--- src/rtl/mem_lsu_ctrl.sv ---
// mem_lsu_ctrl: load/store controller for the memory stage.
//
// This block takes one load or store from the MEM pipeline register over a
// valid/ready handshake. It issues the access on a word-aligned data-memory
// bus with byte enables. It then returns the extended load data and rd to
// writeback as a one-cycle pulse.
//
// Parameters:
//   XLEN   data width (32 or 64)
//   ADDR_W byte-address width
//   RD_W   destination register index width
//
// Ports:
//   clk, arst_n              clock, asynchronous active-low reset
//   req_valid/req_ready      MEM-stage request handshake (req_ready = IDLE & arst_n)
//   req_we, req_size,        store flag, size (00 B, 01 H, 10 W, 11 D),
//   req_unsigned, req_addr,  zero-extend flag, byte address,
//   req_wdata, req_rd        LSB-justified store data, load destination
//   dm_req_*                 bus request: valid/ready, we, aligned addr,
//                            lane-shifted wdata, byte enables
//   dm_rsp_valid/rdata       bus response (one per accepted request)
//   resp_valid               one-cycle completion pulse
//   resp_rdata, resp_rd      extended load data / rd (0 for stores)
//   resp_err                 misaligned or illegal-size fault
//
// Build option:
//   MEM_LSU_MISALIGNED_SPLIT_EN  when defined, word-crossing accesses are
//   split into two bus beats. When undefined, any access that is not
//   naturally aligned faults without bus traffic.

module mem_lsu_ctrl #(
  parameter int XLEN   = 32,
  parameter int ADDR_W = 32,
  parameter int RD_W   = 5
) (
  input  logic                clk,
  input  logic                arst_n,
  input  logic                req_valid,
  output logic                req_ready,
  input  logic                req_we,
  input  logic [1:0]          req_size,
  input  logic                req_unsigned,
  input  logic [ADDR_W-1:0]   req_addr,
  input  logic [XLEN-1:0]     req_wdata,
  input  logic [RD_W-1:0]     req_rd,
  output logic                dm_req_valid,
  input  logic                dm_req_ready,
  output logic                dm_req_we,
  output logic [ADDR_W-1:0]   dm_req_addr,
  output logic [XLEN-1:0]     dm_req_wdata,
  output logic [XLEN/8-1:0]   dm_req_be,
  input  logic                dm_rsp_valid,
  input  logic [XLEN-1:0]     dm_rsp_rdata,
  output logic                resp_valid,
  output logic [XLEN-1:0]     resp_rdata,
  output logic [RD_W-1:0]     resp_rd,
  output logic                resp_err
);

  localparam int NB    = XLEN / 8;
  localparam int OFF_W = $clog2(NB);

  typedef enum logic [2:0] {
    IDLE  = 3'd0,
    BEAT1 = 3'd1,
    WAIT1 = 3'd2,
    BEAT2 = 3'd3,
    WAIT2 = 3'd4,
    DONE  = 3'd5
  } state_t;

  state_t              state;

  // Captured request
  logic                we_q;
  logic [1:0]          size_q;
  logic                uns_q;
  logic [ADDR_W-1:0]   addr_q;    // word-aligned
  logic [OFF_W-1:0]    off_q;
  logic [XLEN-1:0]     wdata_q;
  logic [RD_W-1:0]     rd_q;

  // Registered response
  logic [XLEN-1:0]     resp_rdata_q;
  logic [RD_W-1:0]     resp_rd_q;
  logic                resp_err_q;

  // Request-side decode
  logic [OFF_W-1:0]    in_off;
  logic                in_illegal;

  // Captured-request decode
  int unsigned         nbytes_q;
  logic [NB-1:0]       mask_n;
  logic [XLEN-1:0]     raw;
  logic [XLEN-1:0]     load_result;

`ifdef MEM_LSU_MISALIGNED_SPLIT_EN
  logic [XLEN-1:0]     lo_q;      // lower-beat data for a split load
  logic                crossing;
  logic [2*NB-1:0]     be_wide;
  logic [2*XLEN-1:0]   wdata_wide;
`endif

  // Sign- or zero-extend the low 2^size bytes of raw to XLEN bits.
  function automatic logic [XLEN-1:0] extend(input logic [XLEN-1:0] r,
                                             input logic [1:0]      size,
                                             input logic            uns);
    int          nb;
    int          sb;
    logic [XLEN-1:0] m;
    logic        sgn;
    nb = 1 << size;
    sb = 8 * nb - 1;
    if (sb > XLEN - 1) sb = XLEN - 1;
    // A full-width access shifts the 1 out, so the mask becomes all ones.
    m   = (XLEN'(1) << (8 * nb)) - XLEN'(1);
    sgn = 1'(r >> sb);
    extend = r & m;
    if (!uns && sgn) extend = extend | ~m;
  endfunction

  always_comb begin
    in_off     = req_addr[OFF_W-1:0];
    in_illegal = (XLEN == 32) && (req_size == 2'b11);
`ifndef MEM_LSU_MISALIGNED_SPLIT_EN
    if ((in_off & OFF_W'((1 << req_size) - 1)) != '0) in_illegal = 1'b1;
`endif
  end

  always_comb begin
    nbytes_q = 1 << size_q;
    mask_n   = NB'((1 << nbytes_q) - 1);
`ifdef MEM_LSU_MISALIGNED_SPLIT_EN
    crossing   = (int'(off_q) + int'(nbytes_q)) > NB;
    be_wide    = {{NB{1'b0}}, mask_n} << off_q;
    wdata_wide = {{XLEN{1'b0}}, wdata_q} << (8 * off_q);
    if (state == WAIT2) raw = XLEN'({dm_rsp_rdata, lo_q} >> (8 * off_q));
    else                raw = dm_rsp_rdata >> (8 * off_q);
`else
    raw = dm_rsp_rdata >> (8 * off_q);
`endif
    load_result = extend(raw, size_q, uns_q);
  end

  always_ff @(posedge clk or negedge arst_n) begin
    if (!arst_n) begin
      state        <= IDLE;
      we_q         <= 1'b0;
      size_q       <= '0;
      uns_q        <= 1'b0;
      addr_q       <= '0;
      off_q        <= '0;
      wdata_q      <= '0;
      rd_q         <= '0;
      resp_rdata_q <= '0;
      resp_rd_q    <= '0;
      resp_err_q   <= 1'b0;
`ifdef MEM_LSU_MISALIGNED_SPLIT_EN
      lo_q         <= '0;
`endif
    end else begin
      case (state)
        IDLE: begin
          if (req_valid) begin
            we_q    <= req_we;
            size_q  <= req_size;
            uns_q   <= req_unsigned;
            addr_q  <= {req_addr[ADDR_W-1:OFF_W], {OFF_W{1'b0}}};
            off_q   <= in_off;
            wdata_q <= req_wdata;
            rd_q    <= req_rd;
            if (in_illegal) begin
              resp_err_q   <= 1'b1;
              resp_rdata_q <= '0;
              resp_rd_q    <= '0;
              state        <= DONE;
            end else begin
              resp_err_q <= 1'b0;
              state      <= BEAT1;
            end
          end
        end
        BEAT1: begin
          if (dm_req_ready) state <= WAIT1;
        end
        WAIT1: begin
          if (dm_rsp_valid) begin
`ifdef MEM_LSU_MISALIGNED_SPLIT_EN
            if (crossing) begin
              lo_q  <= dm_rsp_rdata;
              state <= BEAT2;
            end else begin
`else
            begin
`endif
              resp_rdata_q <= we_q ? '0 : load_result;
              resp_rd_q    <= we_q ? '0 : rd_q;
              state        <= DONE;
            end
          end
        end
`ifdef MEM_LSU_MISALIGNED_SPLIT_EN
        BEAT2: begin
          if (dm_req_ready) state <= WAIT2;
        end
        WAIT2: begin
          if (dm_rsp_valid) begin
            resp_rdata_q <= we_q ? '0 : load_result;
            resp_rd_q    <= we_q ? '0 : rd_q;
            state        <= DONE;
          end
        end
`endif
        DONE:    state <= IDLE;
        default: state <= IDLE;
      endcase
    end
  end

  // Bus and response outputs decode from state alone, so the asynchronous
  // reset of state drops dm_req_valid immediately.
  always_comb begin
    dm_req_valid = 1'b0;
    dm_req_we    = 1'b0;
    dm_req_addr  = '0;
    dm_req_wdata = '0;
    dm_req_be    = '0;
    case (state)
      BEAT1: begin
        dm_req_valid = 1'b1;
        dm_req_we    = we_q;
        dm_req_addr  = addr_q;
`ifdef MEM_LSU_MISALIGNED_SPLIT_EN
        dm_req_be    = be_wide[NB-1:0];
        dm_req_wdata = wdata_wide[XLEN-1:0];
`else
        dm_req_be    = mask_n << off_q;
        dm_req_wdata = wdata_q << (8 * off_q);
`endif
      end
`ifdef MEM_LSU_MISALIGNED_SPLIT_EN
      BEAT2: begin
        dm_req_valid = 1'b1;
        dm_req_we    = we_q;
        dm_req_addr  = addr_q + ADDR_W'(NB);
        dm_req_be    = be_wide[2*NB-1:NB];
        dm_req_wdata = wdata_wide[2*XLEN-1:XLEN];
      end
`endif
      default: ;
    endcase
  end

  always_comb begin
    req_ready  = (state == IDLE) && arst_n;
    resp_valid = (state == DONE);
    resp_rdata = (state == DONE) ? resp_rdata_q : '0;
    resp_rd    = (state == DONE) ? resp_rd_q    : '0;
    resp_err   = (state == DONE) ? resp_err_q   : 1'b0;
  end

endmodule
--- config.mk ---
export PLATFORM = sky130hd
export DESIGN_NAME = mem_lsu_ctrl
export DESIGN_NICKNAME = d
export VERILOG_FILES = /design/src/rtl/mem_lsu_ctrl.sv
export SDC_FILE = /design/constraint.sdc
export NUM_CORES = 1
export LEC_CHECK = 0
export ABC_AREA = 0
export BUFFER_PORTS_ARGS = -buffer_cell sky130_fd_sc_hd__buf_4
export CORE_ASPECT_RATIO = 1.5
export CORE_MARGIN = 4
export CORE_UTILIZATION = 50
export CTS_CLUSTER_DIAMETER = 100
export DETAILED_ROUTE_END_ITERATION = 7
export GPL_TIMING_DRIVEN = 0
export PLACE_DENSITY = 0.8
export SYNTH_ARGS = -nofsm -noshare
export SYNTH_HDL_FRONTEND = slang
export SYNTH_SLANG_ARGS = --single-unit
--- constraint.sdc ---
create_clock -name clk -period 2.9 [get_ports clk]
set_input_delay 0.435 -clock clk [delete_from_list [all_inputs] [get_ports clk]]
set_output_delay 0.435 -clock clk [all_outputs]
set_load 0.005 [all_outputs]
* Word level (Yosys, flattened, before mapping)
Index checks and enable logic that the tools add are counted.
Word-level totals: register bits 114, output and inout port bits 110, logic and storage cells 72
Operators by class: add/sub/neg operators 4, magnitude comparators 1, equality and inequality tests 8, shift operators 8, multiplexer cells 27, bitwise logic cells 4, reductions and logical operators 9
Operator list (count):
- 2-to-1 mux 32 bit | 9
- one-hot mux 32 bit (2 select lines) | 1
- subtractor 32 x 2 -> 32 bit (second input constant) | 2
- AND 32 bit | 1
- > comparator 32 x 6 -> 1 bit (second input constant) | 1
- inverter 32 bit | 1
- bitwise OR 32 bit | 1
- << shifter 1 x 2 -> 32 bit (first input constant) | 1
- << shifter 1 x 32 -> 32 bit (first input constant) | 1
- << shifter 1 x 32 -> 4 bit (first input constant) | 1
- << shifter 32 x 5 -> 32 bit | 1
- >> shifter 32 x 32 -> 1 bit | 1
- >> shifter 32 x 5 -> 32 bit | 1
- 2-to-1 mux 5 bit | 5
- 2-to-1 mux 3 bit | 4
- one-hot mux 5 bit (2 select lines) | 1
- one-hot mux 3 bit (3 select lines) | 1
- != test 2 bit (second input constant) | 4
- 2-to-1 mux 1 bit | 5
- 2-to-1 mux 4 bit | 1
- AND reduction 4 bit | 1
- nonzero test 2 bit | 2
- << shifter 4 x 2 -> 4 bit | 1
- subtractor 4 x 2 -> 4 bit (second input constant) | 1
- other kinds (12) | 13

* Longest topological paths before layout
depth after elaboration 10, depth in mapped cells 9, depth with buffers taken out 7

* Least setup slack after synthesis
Ideal clock, no wire load.
path kind register to output, start register size_q[0], end output dm_req_be[3], arrival 1665 ps, path slack 800 ps, stages on the path, launching flop included 7, buffers on the path 2, path through dfrtp_1 -> clkbuf_1 -> or2_2 -> clkbuf_1 -> ha_1 -> nor2b_1 -> a211oi_1
On the way: word-level cells in the longest chain between the ends 5
Ends and longest elaborated chain:
- start: declaration | RTL line 76 | logic [1:0] size_q;
- start signal: assignment | RTL line 167 | size_q <= req_size;
- << shifter 1 x 2 -> 32 bit
- << shifter 1 x 32 -> 4 bit | RTL line 133 | mask_n = NB'((1 << nbytes_q) - 1);
- subtractor 4 x 2 -> 4 bit | RTL line 133
- << shifter 4 x 2 -> 4 bit | RTL line 238 | dm_req_be = mask_n << off_q;
- 2-to-1 mux 4 bit | RTL line 229 | case (state)
- end: declaration | RTL line 51 | output logic [XLEN/8-1:0] dm_req_be,
No other way between the ends.

* Worst setup path after layout
start register size_q[0], end output dm_req_be[2]
The elaborated chain is that of the path after synthesis.

==> results.toml <==
[synthesis]
synth_edf_count = 0
synth_area_sq_mm = 0.00610
yosysTopAreaCell = "dfrtp_1"
ys_types = 37
synth.top_cell.area_share_pct = 46.8
syn_inst = 723
synth_async_sr_flop_share_pct = 100
yosysWarnings = 0
synth_common_cells = "nand2_1 (250), dfrtp_1 (114), and2_1 (80), nor2_1 (42), clkbuf_1 (37)"
ys_seq_elements = 114
synth_ff_type = "dfrtp_1"
synth_area_leaders = "dfrtp_1 (47%), nand2_1 (15%), and2_1 (8.2%), mux2i_1 (4.4%), nor2_1 (2.6%)"
yosysMostFrequentCell = "nand2_1"
ys_seq_area_share_pct = 46.8
syn_area_per_cell_sq_um = 8.44

[worst_setup_path]
cp_max_fo = 10
crit_type = "reg -> out"
crit_path_top_delay_cell = "dfrtp_2"
rr_worst_depth = 8
cp_slowest_stage_delay_ps = 480
crit_chain = "or2_2, clkbuf_1, ha_1, nor2b_1, nor2_1, a21oi_1, nor2_1, buf_4"
r2r-end = "resp_rdata_q[14]"
path_buf_inv = 2
required_ps = 2470
crit_arrival_ps = 2300
cpMostUsedCell = "nor2_1"
cp-start-kind = "register"
critPathTopFamily = "simple AND/OR/NAND/NOR gates"
r2r-start = "size_q[1]"
end_kind = "primary output"
r2r_slack_ps = 320

[floorplan]
die_h_um = 143
placementRows = 49
initial_utilization_pct = 51.0
dieArea_sq_mm = 0.0141
die_w_um = 98.2
core_sq_mm = 0.0120
ioPinCount = 220

[cts]
cts_tree = "yes"
cts-root-buf = "clkbuf_16"
clk_path_buf_depth = 2
insertion_delay_ps = 410
htreeDepth = 4
numCtsBuffers = 17
clk_pin_slew_ps = 50
clkSinkCount = 114
post_cts_buffers = 0

[pwr]
p_leak_nw = 4.61
p_switching_mw = 3.37
pwr-share-seq_pct = 31.4
p_comb_share_pct = 45.1
total_power_mw = 8.87
p_sw_share_pct = 38.0
p_clk_share_pct = 23.5
cellPowerDensity_mw_per_mm2 = 1030
peakVddDrop_uv = 545
power.internal_mw = 5.50

[place]
place_worst_setup_slack_ps = 227
port_buffers = 217
place_congestion = 0.869
place_area_sq_mm = 0.00796
hpwl_mm = 14.2
dp.cells = 1095

[cells_and_area]
drive_gt1_share_pct = 29.5
antenna_cells = 0
design_area_sq_mm = 0.00858
syn2layout_area_growth_pct = 40.6
fin_nets = 1074
final_core_util_pct = 71.8
final_cells = 1126

[sta]
setup_tns_ps = 0
finalCritPeriodShare_pct = 94.2
tightest_slew_ps = 996
whs_ps = 211
post-route-min-period_ps = 2730
setup_violations = 0
max_freq_mhz = 366
slew_viol_final = 0
rsz0062_at_grt = "no"
slew-limit-headroom_pct = 33.1
fin_ws_ps = 169
finalHoldViolations = 0
finClkSkew_ps = 8.10

[routing]
drc = 0
via_per_inst = 5.19
drt_iter0_markers = 301
wl_per_cell_um = 16.9
wirelength_mm = 19.0
drtAntennaViolNets = 0
dr.pass1.iters = 6
num_vias = 5840

[run_status]
status = "finished, final reports clean"

[grt]
grt_antenna_before_repair = 0
grt_pass1_wl_mm = 29.5
grt_pass1_vias = 5787
gr-total-overflow = 0
grt_max_degree = 92
grt_usage_pct = 26.7

[hold_path]
hp-start = "req_wdata[5]"
hold_end = "wdata_q[5]"
hp-class = "in -> reg"
holdPathStages = 3

[run]
drv_cap = 0
-- logic make-up after synthesis --
logic type | share of synthesized area [%]
multiplexers | 6.09
AND/OR/NAND/NOR | 30.8
AO/OA/AOI/OAI | 11.0
other | 0.0615
flip-flops | 46.8
adder cells (fa/ha/maj) | 0.615
buffers and inverters | 4.51
XOR/XNOR | 0.144
-- final cells by class --
class	count	area, sq um
fill	997	3380
clock buffer	22	464
clock inverter	9	131
tap	153	191
sequential	114	2850
inverter	8	30.0
buffer	54	256
multi-input combinational	547	2980
timing repair buffer	219	1670
-- how the worst max path moves through the flow --
stage	start	endpoint	slack [ps]	cells after the start
floorplan	size_q[0]	dm_req_be[3]	800	6
global placement	off_q[0]	dm_req_wdata[31]	200	6
detailed placement	off_q[0]	dm_req_wdata[31]	230	6
global route	size_q[0]	dm_req_be[2]	20	8
CTS	state[1]	dm_req_wdata[7]	3	9
finish	size_q[0]	dm_req_be[2]	170	8
-- layout by cell type, fill, tap and decap left out, types with 2 or more instances in the layout --
cell	n
a211o_1	16
a211oi_1	18
a21oi_1	17
a22o_1	5
a22oi_1	17
a32o_1	7
and2_1	80
buf_2	9
buf_4	218
buf_6	4
bufinv_16	3
clkbuf_1	36
clkbuf_16	17
clkbuf_2	4
clkbuf_4	2
clkbuf_8	2
clkinv_2	2
clkinvlp_4	3
conb_1	2
dfrtp_1	113
ha_1	3
inv_1	8
mux2_2	9
mux2i_1	27
nand2_1	250
nand2b_1	3
nand3_1	3
nor2_1	41
nor2b_1	18
nor3_1	7
o21ai_0	3
o31ai_1	3
or2_2	7
-- power groups by stage --
| stage | clock network [mW] | logic [mW] | registers (mW) |
|---|---|---|---|
| 2_1_floorplan | 0 | 2.52 | 2.63 |
| 3_3_place_gp | 0 | 3.93 | 2.75 |
| 3_5_place_dp | 0 | 3.99 | 2.78 |
| 4_1_cts | 2.12 | 4.01 | 2.77 |
| 5_1_grt | 2.20 | 4.43 | 2.87 |
| 6_report | 2.08 | 4.00 | 2.78 |
-- state kept, by name, summed over array words and instances (netlist names) --
| signal | flops |
|---|---|
| addr_q | 30 |
| off_q | 2 |
| rd_q | 5 |
| resp_err_q | 1 |
| resp_rd_q | 5 |
| resp_rdata_q | 32 |
| size_q | 2 |
| state | 3 |
| uns_q | 1 |
| wdata_q | 32 |
| we_q | 1 |
-- worst min-delay path: stages --
cell and delay (ps):
buf_4 70, nand2_1 40, nand2_1 40
-- metal layers --
metal	track usage [%]	part of all wire, %	up-vias
li1	-	-	2848
met1	30.8	38	2701
met2	46.2	51	231
met3	6.22	6.8	60
met4	13.9	4.5	0
met5	0	0	-
-- repair_timing --
action,4_1_cts,5_1_grt
endpoints found under the hold margin,24,0
hold buffers,1,0
gates resized for setup,6,7
endpoints found under the setup margin,19,20
No activity file was read; power rests on OpenSTA's default activity.
